File: config.mk
export PLATFORM = sky130hd
export DESIGN_NAME = cpu_bmu_iter_flat
export DESIGN_NICKNAME = d
export VERILOG_FILES = /design/src/rtl/cpu_bmu_pkg.sv /design/src/rtl/cpu_bmu_iter_if.sv /design/src/rtl/cpu_bmu_iter_shifter.sv /design/src/rtl/cpu_bmu_iter.sv /design/src/flat_wrapper.sv
export SDC_FILE = /design/constraint.sdc
export NUM_CORES = 1
export LEC_CHECK = 0
export ABC_AREA = 1
export CORE_MARGIN = 2
export CORE_UTILIZATION = 25
export CTS_CLUSTER_DIAMETER = 100
export DETAILED_ROUTE_END_ITERATION = 12
export RECOVER_POWER = 25
export SYNTH_ARGS = -nofsm -noshare
export SYNTH_HDL_FRONTEND = slang
export SYNTH_SLANG_ARGS = --single-unit
export TNS_END_PERCENT = 100
File: constraint.sdc
create_clock -name clk -period 4.2 [get_ports clk]
set_input_delay 0.63 -clock clk [delete_from_list [all_inputs] [get_ports clk]]
set_output_delay 0.63 -clock clk [all_outputs]
set_load 0.01 [all_outputs]
File: src/rtl/cpu_bmu_pkg.sv
// Shared definitions for the iterative bit-manipulation unit: op codes,
// FSM state encodings, shifter commands and the iteration-count helper.
package cpu_bmu_pkg;

   localparam int unsigned OP_W   = 6;
   localparam int unsigned ST_W   = 2;
   localparam int unsigned SHOP_W = 3;

   // Op codes, same encoding as the combinational BMU
   localparam logic [OP_W-1:0] BMU_CLZ  = 6'h01;
   localparam logic [OP_W-1:0] BMU_CTZ  = 6'h02;
   localparam logic [OP_W-1:0] BMU_CPOP = 6'h03;
   localparam logic [OP_W-1:0] BMU_ROL  = 6'h04;
   localparam logic [OP_W-1:0] BMU_ROR  = 6'h05;
   localparam logic [OP_W-1:0] BMU_ANDN = 6'h06;
   localparam logic [OP_W-1:0] BMU_ORN  = 6'h07;

   // FSM state encodings
   localparam logic [ST_W-1:0] ST_IDLE = 2'd0;
   localparam logic [ST_W-1:0] ST_BUSY = 2'd1;
   localparam logic [ST_W-1:0] ST_DONE = 2'd2;

   // Working-register commands
   localparam logic [SHOP_W-1:0] SH_HOLD = 3'd0;
   localparam logic [SHOP_W-1:0] SH_LOAD = 3'd1;
   localparam logic [SHOP_W-1:0] SH_SHL  = 3'd2;
   localparam logic [SHOP_W-1:0] SH_SHR  = 3'd3;
   localparam logic [SHOP_W-1:0] SH_ROL  = 3'd4;
   localparam logic [SHOP_W-1:0] SH_ROR  = 3'd5;

   // Number of single-bit iterations an op needs (always >= 1).
   // Operands are zero-extended to 64 bits; xlen selects the active width.
   function automatic logic [7:0] iter_count(input logic [OP_W-1:0] op,
                                             input logic [63:0] a,
                                             input logic [63:0] b,
                                             input int unsigned xlen);
      int unsigned n;
      int unsigned k;
      logic        found;
      logic [63:0] sh;
      n     = 1;
      k     = 0;
      found = 1'b0;
      sh    = '0;
      case (op)
         BMU_CLZ: begin
            for (int unsigned j = 0; j < 64; j++) begin
               if (j < xlen && !found) begin
                  if (a[6'(xlen - 1 - j)]) found = 1'b1;
                  else                     k = k + 1;
               end
            end
            n = (k + 1 < xlen) ? k + 1 : xlen;
         end
         BMU_CTZ: begin
            for (int unsigned j = 0; j < 64; j++) begin
               if (j < xlen && !found) begin
                  if (a[6'(j)]) found = 1'b1;
                  else          k = k + 1;
               end
            end
            n = (k + 1 < xlen) ? k + 1 : xlen;
         end
         BMU_CPOP: begin
            for (int unsigned j = 0; j < 64; j++) begin
               if (j < xlen && a[6'(j)]) n = j + 1;
            end
         end
         BMU_ROL, BMU_ROR: begin
            sh = b & 64'(xlen - 1);
            n  = (sh == 64'd0) ? 1 : 32'(sh);
         end
         default: n = 1;
      endcase
      return 8'(n);
   endfunction

endpackage

File: src/rtl/cpu_bmu_iter_if.sv
// Request/response channel between issue logic and the iterative BMU.
interface cpu_bmu_iter_if #(
   parameter int unsigned XLEN = 32
);
   logic            req_valid;
   logic            req_ready;
   logic [5:0]      req_control;
   logic [XLEN-1:0] req_a;
   logic [XLEN-1:0] req_b;
   logic            resp_valid;
   logic            resp_ready;
   logic [XLEN-1:0] resp_result;
   logic            resp_error;

   modport master (
      output req_valid, req_control, req_a, req_b, resp_ready,
      input  req_ready, resp_valid, resp_result, resp_error
   );

   modport slave (
      input  req_valid, req_control, req_a, req_b, resp_ready,
      output req_ready, resp_valid, resp_result, resp_error
   );
endinterface

File: src/rtl/cpu_bmu_iter_shifter.sv
// Working register of the iterative BMU: load, single-bit shifts/rotates,
// with MSB/LSB taps of the current value.
module cpu_bmu_iter_shifter
   import cpu_bmu_pkg::*;
#(
   parameter int unsigned XLEN = 32
) (
   input  logic              clk,
   input  logic              rst_n,
   input  logic [SHOP_W-1:0] op,
   input  logic [XLEN-1:0]   din,
   output logic [XLEN-1:0]   q,
   output logic [XLEN-1:0]   nxt_c,
   output logic              tap_msb,
   output logic              tap_lsb
);

   // Next working value for the requested command
   always_comb begin
      nxt_c = q;
      case (op)
         SH_LOAD: nxt_c = din;
         SH_SHL:  nxt_c = {q[XLEN-2:0], 1'b0};
         SH_SHR:  nxt_c = {1'b0, q[XLEN-1:1]};
         SH_ROL:  nxt_c = {q[XLEN-2:0], q[XLEN-1]};
         SH_ROR:  nxt_c = {q[0], q[XLEN-1:1]};
         default: nxt_c = q;
      endcase
   end

   // Working register
   always_ff @(posedge clk or negedge rst_n) begin
      if (!rst_n) q <= '0;
      else        q <= nxt_c;
   end

   assign tap_msb = q[XLEN-1];
   assign tap_lsb = q[0];

endmodule

File: src/rtl/cpu_bmu_iter.sv
// Iterative bit-manipulation unit: CLZ/CTZ/CPOP/ROL/ROR/ANDN/ORN computed
// one bit per cycle behind valid/ready request and response channels.
// Optional busy-cycle statistics counter: define CPU_BMU_ITER_STATS_EN.
module cpu_bmu_iter
   import cpu_bmu_pkg::*;
#(
   parameter int unsigned XLEN  = 32,
   parameter int unsigned CNT_W = $clog2(XLEN) + 1
) (
   input  logic               clk,
   input  logic               rst_n,
   input  logic               flush,
   cpu_bmu_iter_if.slave      bus
`ifdef CPU_BMU_ITER_STATS_EN
   ,
   output logic [31:0]        stat_busy_cycles
`endif
);

   localparam int unsigned SH_W = $clog2(XLEN);

   logic [ST_W-1:0]   state, state_nxt;
   logic [CNT_W-1:0]  cnt, cnt_nxt;
   logic [CNT_W-1:0]  acc, acc_nxt, acc_step;
   logic [OP_W-1:0]   op_q, op_nxt;
   logic [XLEN-1:0]   b_q, b_nxt;
   logic              rot_q, rot_nxt;
   logic              req_ready_q, req_ready_nxt;
   logic              resp_valid_q, resp_valid_nxt;
   logic [XLEN-1:0]   resp_result_q, resp_result_nxt;
   logic              resp_error_q, resp_error_nxt;
   logic              inc;

   logic [SHOP_W-1:0] sh_op;
   logic [XLEN-1:0]   sh_q, sh_nxt;
   logic              tap_msb, tap_lsb;

   cpu_bmu_iter_shifter #(.XLEN(XLEN)) u_shifter (
      .clk     (clk),
      .rst_n   (rst_n),
      .op      (sh_op),
      .din     (bus.req_a),
      .q       (sh_q),
      .nxt_c   (sh_nxt),
      .tap_msb (tap_msb),
      .tap_lsb (tap_lsb)
   );

   // Working-register command: load on accept, one step per busy cycle
   always_comb begin
      sh_op = SH_HOLD;
      case (state)
         ST_IDLE: if (bus.req_valid && !flush) sh_op = SH_LOAD;
         ST_BUSY: begin
            if (!flush) begin
               case (op_q)
                  BMU_CLZ:           sh_op = SH_SHL;
                  BMU_CTZ, BMU_CPOP: sh_op = SH_SHR;
                  BMU_ROL:           sh_op = rot_q ? SH_ROL : SH_HOLD;
                  BMU_ROR:           sh_op = rot_q ? SH_ROR : SH_HOLD;
                  default:           sh_op = SH_HOLD;
               endcase
            end
         end
         default: sh_op = SH_HOLD;
      endcase
   end

   // Next state, counters and registered outputs
   always_comb begin
      state_nxt       = state;
      cnt_nxt         = cnt;
      acc_nxt         = acc;
      op_nxt          = op_q;
      b_nxt           = b_q;
      rot_nxt         = rot_q;
      req_ready_nxt   = req_ready_q;
      resp_valid_nxt  = resp_valid_q;
      resp_result_nxt = resp_result_q;
      resp_error_nxt  = resp_error_q;
      inc             = 1'b0;
      acc_step        = acc;
      case (state)
         ST_IDLE: begin
            if (bus.req_valid && !flush) begin
               op_nxt        = bus.req_control;
               b_nxt         = bus.req_b;
               rot_nxt       = |bus.req_b[SH_W-1:0];
               cnt_nxt       = CNT_W'(iter_count(bus.req_control, 64'(bus.req_a),
                                                 64'(bus.req_b), XLEN));
               acc_nxt       = '0;
               req_ready_nxt = 1'b0;
               state_nxt     = ST_BUSY;
            end
         end
         ST_BUSY: begin
            if (flush) begin
               cnt_nxt       = '0;
               req_ready_nxt = 1'b1;
               state_nxt     = ST_IDLE;
            end else begin
               case (op_q)
                  BMU_CLZ:  inc = ~tap_msb;
                  BMU_CTZ:  inc = ~tap_lsb;
                  BMU_CPOP: inc = tap_lsb;
                  default:  inc = 1'b0;
               endcase
               acc_step = acc + CNT_W'(inc);
               acc_nxt  = acc_step;
               cnt_nxt  = cnt - CNT_W'(1);
               // Final iteration: capture the result into the response registers
               if (cnt <= CNT_W'(1)) begin
                  state_nxt      = ST_DONE;
                  resp_valid_nxt = 1'b1;
                  resp_error_nxt = 1'b0;
                  case (op_q)
                     BMU_CLZ, BMU_CTZ, BMU_CPOP: resp_result_nxt = XLEN'(acc_step);
                     BMU_ROL, BMU_ROR:           resp_result_nxt = sh_nxt;
                     BMU_ANDN:                   resp_result_nxt = sh_q & ~b_q;
                     BMU_ORN:                    resp_result_nxt = sh_q | ~b_q;
                     default: begin
                        resp_result_nxt = '0;
                        resp_error_nxt  = 1'b1;
                     end
                  endcase
               end
            end
         end
         ST_DONE: begin
            if (flush || bus.resp_ready) begin
               resp_valid_nxt = 1'b0;
               req_ready_nxt  = 1'b1;
               state_nxt      = ST_IDLE;
            end
         end
         default: begin
            resp_valid_nxt = 1'b0;
            req_ready_nxt  = 1'b1;
            state_nxt      = ST_IDLE;
         end
      endcase
   end

   // State, counter and output registers
   always_ff @(posedge clk or negedge rst_n) begin
      if (!rst_n) begin
         state         <= ST_IDLE;
         cnt           <= '0;
         acc           <= '0;
         op_q          <= '0;
         b_q           <= '0;
         rot_q         <= 1'b0;
         req_ready_q   <= 1'b1;
         resp_valid_q  <= 1'b0;
         resp_result_q <= '0;
         resp_error_q  <= 1'b0;
      end else begin
         state         <= state_nxt;
         cnt           <= cnt_nxt;
         acc           <= acc_nxt;
         op_q          <= op_nxt;
         b_q           <= b_nxt;
         rot_q         <= rot_nxt;
         req_ready_q   <= req_ready_nxt;
         resp_valid_q  <= resp_valid_nxt;
         resp_result_q <= resp_result_nxt;
         resp_error_q  <= resp_error_nxt;
      end
   end

   assign bus.req_ready   = req_ready_q;
   assign bus.resp_valid  = resp_valid_q;
   assign bus.resp_result = resp_result_q;
   assign bus.resp_error  = resp_error_q;

`ifdef CPU_BMU_ITER_STATS_EN
   // Saturating count of cycles spent in BUSY; cleared only by reset
   always_ff @(posedge clk or negedge rst_n) begin
      if (!rst_n)                                        stat_busy_cycles <= '0;
      else if (state == ST_BUSY && stat_busy_cycles != '1) stat_busy_cycles <= stat_busy_cycles + 32'd1;
   end
`endif

endmodule

File: src/flat_wrapper.sv
// flat-port wrapper written by rule: the top's interface ports become plain ports
module cpu_bmu_iter_flat import cpu_bmu_pkg::*;
#(
   parameter int unsigned XLEN  = 32,
   parameter int unsigned CNT_W = $clog2(XLEN) + 1
)
  (clk, rst_n, flush, bus_req_valid, bus_req_control, bus_req_a, bus_req_b, bus_resp_ready, bus_req_ready, bus_resp_valid, bus_resp_result, bus_resp_error);
  cpu_bmu_iter_if #(.XLEN(XLEN)) bus_i ();
  input  logic clk;
  input  logic rst_n;
  input  logic flush;
  input wire logic [$bits(bus_i.req_valid)-1:0] bus_req_valid;
  input wire logic [$bits(bus_i.req_control)-1:0] bus_req_control;
  input wire logic [$bits(bus_i.req_a)-1:0] bus_req_a;
  input wire logic [$bits(bus_i.req_b)-1:0] bus_req_b;
  input wire logic [$bits(bus_i.resp_ready)-1:0] bus_resp_ready;
  output wire logic [$bits(bus_i.req_ready)-1:0] bus_req_ready;
  output wire logic [$bits(bus_i.resp_valid)-1:0] bus_resp_valid;
  output wire logic [$bits(bus_i.resp_result)-1:0] bus_resp_result;
  output wire logic [$bits(bus_i.resp_error)-1:0] bus_resp_error;
  assign bus_i.req_valid = bus_req_valid;
  assign bus_i.req_control = bus_req_control;
  assign bus_i.req_a = bus_req_a;
  assign bus_i.req_b = bus_req_b;
  assign bus_i.resp_ready = bus_resp_ready;
  assign bus_req_ready = bus_i.req_ready;
  assign bus_resp_valid = bus_i.resp_valid;
  assign bus_resp_result = bus_i.resp_result;
  assign bus_resp_error = bus_i.resp_error;
  cpu_bmu_iter #(.XLEN(XLEN), .CNT_W(CNT_W)) u_core (.clk(clk), .rst_n(rst_n), .flush(flush), .bus(bus_i));
endmodule
==> run_results.csv, run 1 <==
group,metric,value,unit
placed_design,hpwl,39.8,mm
timing,period_share,391,%
yosys,synth_area,16300,sq um
yosys,synth_top_family_by_area,"simple AND/OR/NAND/NOR gates",
setup_path,worst_path_largest_cell_delay,300,ps
timing,finalClockSkew,12.0,ps
detailed_routing,drc,0,
flow_run,cap_violations,1,
timing,setup_viol,6,
detailed_routing,viasPerCell,4.45,
grt,overflow,0,
grt,grt_pass1_wl,82.3,mm
yosys,yosysWarningCount,0,
setup_path,cp_top_family,"simple AND/OR/NAND/NOR gates",
timing,tightest_slew,2470,ps
yosys,ys_seq_area_share,18.5,%
finish,fin_nets,3477,
yosys,synthMuxAreaShare,0.192,%
clocking,clock_latency,430,ps
clocking,cts_root_buf,"clkbuf_16",
detailed_routing,wire_per_inst,11.9,microns
setup_path,crit_path_max_fanout,6,
timing,slew_viol_final,98,
pwr,vdd.ir_drop.worst,393,uV
die,die_h,259,microns
grt,grt_max_degree,98,
detailed_routing,ant_nets,0,
setup_path,cp_num_buf_inv,46,
finish,stdcell_count,4205,
yosys,synth_compound_area_share,13.1,%
outcome,outcome,"complete, but fails checks",
die,core-area,64300,sq um
yosys,synth_ff_type,"dfrtp_1",
timing,period_needed,16420,ps
die,rows,93,
timing,tns,-73070,ps
yosys,synthAdderAreaFrac,5.08,%
detailed_routing,vias,18700,
yosys,yosys.cell_count.top_type,"nand2_1",
timing,finalHoldViolCount,0,
clocking,clock-sinks,120,
yosys,avgSynthCellArea,6.06,sq um
yosys,synthTopCellsByArea,"dfrtp_1, nand2_1, inv_1",
setup_path,cp_slowest_cell,"ha_1",
pwr,p_leak,12.2,nW
placed_design,dp.cells,4066,
clocking,numCtsBuffers,17,
clocking,cts_max_level,4,
clocking,cts_max_path_buffers,2,
yosys,synth_top_area_share,18.3,%
yosys,netlist_instances,2683,
outcome,violations,"capacitance limit, slew limit, setup timing",
yosys,syn-num-nets,2824,
placed_design,place_area,22000,sq um
clocking,cts_hold_buf,0,
grt,grt_pass1_vias,17800,
timing,slew_headroom,-64.9,%
timing,fmax,60.9,MHz
die,ioPinCount,110,
die,die_area,67100,sq um
setup_path,setup.worst_path.start_class,"input port",
yosys,yosysTopAreaCell,"dfrtp_1",
detailed_routing,drt_iter0_markers,899,
setup_path,worst_ep_arrival_time,16790,ps
timing,holdWs,474,ps
setup_path,crit_type,"in2reg",
timing,setup_ws,-12220,ps
detailed_routing,routed_wl,50.1,mm
hold_path,hold_class,"in2async",
yosys,async_flop_share,100,%
yosys,synth.top_cells.by_count,"nand2_1, inv_1, nor2_1, nand3_1, nand2_2",
finish,drive_gt1_share,36.3,%
timing,grt_setup_unrepaired,"true",
placed_design,port_buffers,109,
yosys,synth.distinct_cells,60,
placed_design,dp_slack,-13460,ps
yosys,synthXorXnorAreaFrac,0.800,%
setup_path,r2r-start,"u_core.op_q[5]",
clocking,clk_pin_slew,60,ps
setup_path,startpoint,"bus_req_a[30]",
detailed_routing,first_pass_iters,5,
setup_path,cpMostUsedCell,"buf_4",
finish,area_growth_syn_to_layout,49.9,%
yosys,synth_seq_cells,120,
setup_path,end_kind,"flop",
grt,grt_usage,14.6,%
placed_design,finalWeightedCongestion,0.872,
yosys,synth_edf_count,0,
yosys,synth-simple-area-share,49.8,%
setup_path,required,4570,ps
grt,antenna_found_initial,5,
die,initial_core_util,25.3,%
finish,design_area,24400,sq um
clocking,cts_tree,"built",
die,die_x,259,microns
pwr,powerDensity,275,nW/um^2
[sequential cells by signal (all words and copies together), names as in the netlist]
| register | flops |
|---|---|
| u_core.rot_q | 1 |
| u_core.b_q | 32 |
| u_core.u_shifter.q | 32 |
| u_core.state | 2 |
| u_core.op_q | 6 |
| u_core.bus.resp_error | 1 |
| u_core.cnt | 6 |
| u_core.bus.req_ready | 1 |
| u_core.acc | 6 |
| u_core.bus.resp_result | 32 |
| u_core.bus.resp_valid | 1 |
[layer usage]
metal | global-route usage, % | share of wire [%] | vias to the layer above
met3 | 2.07 | 3.8 | 72
met2 | 26.0 | 48 | 280
met4 | 3.98 | 2.2 | 8
met5 | 0 | 0.11 | -
met1 | 18.3 | 46 | 8391
li1 | - | - | 9952
[area by class of cell]
class                      count  area [sq um]
antenna                        1          2.50
clock buffer                  18           439
clock inverter                14           174
fill                        6680         40000
inverter                     501          1910
multi-input combinational   2022         12400
sequential                   120          3000
tap                          855          1070
timing repair buffer         674          5360
[placed cells by master (no fill, tap or decap), drive strengths merged, types with 21 or more instances in the layout]
master         count
clkdlybuf4s50    102
ha                66
nand3            326
o2111ai           27
nor3              24
nand4             54
a31oi             29
clkbuf            21
inv              497
a21oi             80
a21o              27
dfrtp            119
nor2             361
buf              567
o21ai            154
nand2            793
[metrics by stage]
step,utilization (%),power [mW]
3_5_place_dp,34.1,4.95
4_1_cts,36.2,6.64
2_1_floorplan,-,3.70
3_3_place_gp,34.1,4.90
5_1_grt,37.9,7.21
6_report,37.9,6.71
[worst reg2reg max path: stages, from the launching register on]
cell and delay, ps:
dfrtp_1 400, nor2_1 190, nand2_1 130, nor2_2 90, buf_4 340, nand2_1 170
nor2_1 200, nand2_1 70, nand2_1 80, nor2_1 60, nand2_1 90, inv_1 260
a221oi_1 370, o21ai_0 220, o21ai_0 140, inv_1 80, nand2_1 60, o2111ai_1 130
nand2_1 90, nand2_1 50
[repair_timing]
item                                   in CTS  in global routing
setup buffers                              83                 29
gates cloned                                0                  0
endpoints found under the hold margin       0                  0
gates resized for setup                    42                218
pin swaps                                  85                185
setup endpoints to repair                   6                  6
[worst paths after layout]
check	to	slack (ps)	depth (start not counted)
worst max-delay path	u_core.cnt[4]	-12220	133
worst min-delay path	u_core.op_q[2]	470	1
worst max register to register	u_core.bus.resp_result[1]	880	19
worst min register to register	u_core.bus.resp_result[2]	480	2
max in group asynchronous	u_core.u_shifter.q[21]	660	2
min in group clk	u_core.bus.resp_result[2]	480	2
[cells by family (layout without fill, tap and decap cells)]
kind of cell | Yosys count | in the layout
compound gates | 352 | 352
xor+xnor | 14 | 14
fa+ha+maj | 66 | 66
buf+inv | 541 | 1207
flops | 120 | 120
mux | 3 | 3
other cells | 0 | 1
simple gates | 1587 | 1587
[where the power goes]
group / internal [mW] / switching [mW] / leakage (nW)
registers: 1.69 / 0.396 / 1.49
logic: 1.33 / 1.77 / 10.4
clock network: 0.950 / 0.572 / 0.289
(Power assumes the default switching activity.)
==> run 2: changes to the inputs <==
ABC_CLOCK_PERIOD_IN_PS = 4200   (was not set)
==> results of run 2 <==
No change in the layout: final DEF, timing and power equal those of run 1.
==> run 3: changes to the inputs <==
CORE_UTILIZATION = 30   (was 25)
==> run_results.csv, run 3 (synthesis gave the netlist of run 1 again) <==
group,metric,value,unit
outcome,outcome,"complete, but fails checks",
outcome,violations,"capacitance limit, slew limit, setup timing",
timing,setup_viol,6,
grt,grt_pass1_wl,81.3,mm
setup_path,cp_top_family,"simple AND/OR/NAND/NOR gates",
placed_design,hpwl,38.5,mm
setup_path,crit_type,"in2reg",
hold_path,hold_class,"reg2reg",
timing,fmax,60.8,MHz
clocking,cts_root_buf,"clkbuf_16",
setup_path,end_kind,"flop",
pwr,p_int,3.97,mW
detailed_routing,viasPerCell,4.60,
finish,final_util,44.9,%
finish,fillCellCount,5436,
clocking,clk_pin_slew,60,ps
die,ioPinCount,110,
clocking,clock_latency,430,ps
timing,period_share,392,%
clocking,clock-sinks,120,
pwr,p_leak,12.2,nW
finish,area_growth_syn_to_layout,48.2,%
grt,antenna_found_initial,3,
grt,grt_pass1_vias,17800,
grt,busiest_layer,"met2",
setup_path,worst_path_largest_cell_delay,290,ps
die,initial_core_util,30.3,%
die,die_h,237,microns
placed_design,dp_slack,-13330,ps
hold_path,worstHoldPathCells,1,
detailed_routing,drc,0,
timing,period_needed,16440,ps
timing,tightest_slew,1940,ps
grt,grt_usage,17.3,%
detailed_routing,wire_per_inst,12.1,microns
pwr,powerDensity,278,nW/um^2
pwr,clockPowerShare,22.5,%
grt,grt_util_met1,22.0,%
timing,finalHoldViolCount,0,
pwr,power_switching_share,40.7,%
setup_path,required,4570,ps
timing,setup_ws,-12240,ps
setup_path,cpMostUsedCell,"buf_4",
timing,grt_setup_unrepaired,"true",
pwr,combPwrFrac,46.3,%
detailed_routing,ant_nets,0,
setup_path,rr_worst_depth,19,
timing,finalClockSkew,12.6,ps
setup_path,setup.worst_path.start_class,"input port",
flow_run,cap_violations,1,
grt,grtUsageMet3,1.84,%
detailed_routing,first_pass_iters,5,
pwr,p_sw,2.72,mW
clocking,numCtsBuffers,17,
finish,fin_nets,3487,
setup_path,cp_num_buf_inv,48,
die,die_x,237,microns
detailed_routing,drt_iter0_markers,712,
finish,layout_commonest_cell,"nand2_1",
grt,overflow,0,
pwr,vdd.ir_drop.worst,372,uV
die,core-area,53700,sq um
setup_path,cp.depth,134,
placed_design,finalWeightedCongestion,0.872,
clocking,cts_hold_buf,0,
die,rows,85,
timing,slew_headroom,-29.1,%
timing,slew_viol_final,79,
setup_path,cp_slowest_cell,"ha_1",
finish,drive_gt1_share,35.6,%
die,die_area,56100,sq um
clocking,cts_max_path_buffers,2,
pwr,p_seq_share,31.3,%
clocking,cts_max_level,4,
detailed_routing,vias,18700,
detailed_routing,routed_wl,49.0,mm
grt,grt_max_degree,79,
setup_path,crit_path_max_fanout,6,
setup_path,worst_ep_arrival_time,16810,ps
placed_design,port_buffers,109,
clocking,cts_tree,"built",
timing,holdWs,475,ps
grt,use_met2,30.6,%
finish,final_cell_mix,"nand2_1, buf_4, inv_1",
-- run 3: cell types whose count changed in the layout (fill, tap and decap cells not counted), moves of 5 or more --
cell     delta
buf_4      +11
inv_1       +7
inv_2       -7
nand2_1     +5
nand2_2     +5
nand2_4    -11
nor2_1      +8
nor2_2      -6
-- run 3: final cells by class --
cell class                      count  area, sq um  share of cell area (%)
Multi-Input combinational cell   2022        12300                    50.9
Timing Repair Buffer              684         5440                    22.6
Sequential cell                   120         3000                    12.5
Inverter                          501         1910                    7.91
Tap cell                          696          871                    3.61
Clock buffer                       21          450                    1.87
Clock inverter                     11          149                   0.618
Antenna cell                        2         5.00                  0.0208
-- run 3: worst paths after layout --
path                                            start                    endpoint  slack (ps)
max reg2reg                           u_core.state[0]   u_core.bus.resp_result[1]         640
min in group asynchronous                       rst_n              u_core.b_q[28]         730
min                        u_core.bus.resp_result[11]  u_core.bus.resp_result[11]         470
max                                     bus_req_a[30]               u_core.cnt[4]      -12240
min reg2reg                u_core.bus.resp_result[11]  u_core.bus.resp_result[11]         470
max in group asynchronous                       rst_n      u_core.u_shifter.q[16]        2220
-- run 3: power by group through the flow --
stage	Combinational, mW	Sequential [mW]	Clock (mW)
after floorplan	1.65	2.05	0
after global placement	2.81	2.08	0
after detailed placement	2.84	2.09	0
after CTS	3.00	2.08	1.53
after global routing	3.47	2.16	1.59
final	3.10	2.09	1.50
-- run 3: through the flow --
step                      cell area [sq um]  power (mW)  setup TNS (ps)  instances
final                                 24100        6.69          -73390       4057
after global routing                  24100        7.22          -79140       4055
after CTS                             23200        6.61          -73000       4035
after detailed placement              21700        4.93          -79900       3902
after global placement                21700        4.90          -78780       3902
after floorplan                       16500        3.70          -71130       2683
-- run 3: repair_timing --
action                                  CTS  global route
pin swaps                                68           118
cloned                                    0             0
setup buffers                           101            21
gates resized for setup                  63           161
endpoints found under the setup margin    6             6
-- run 3: metal layers --
metal	share of wire (%)	vias to the layer above	routed length [microns]
met1	46	8358	22700
li1	-	9954	-
met5	0.027	-	13
met2	48	272	23400
met4	2.8	2	1380
met3	2.9	74	1420
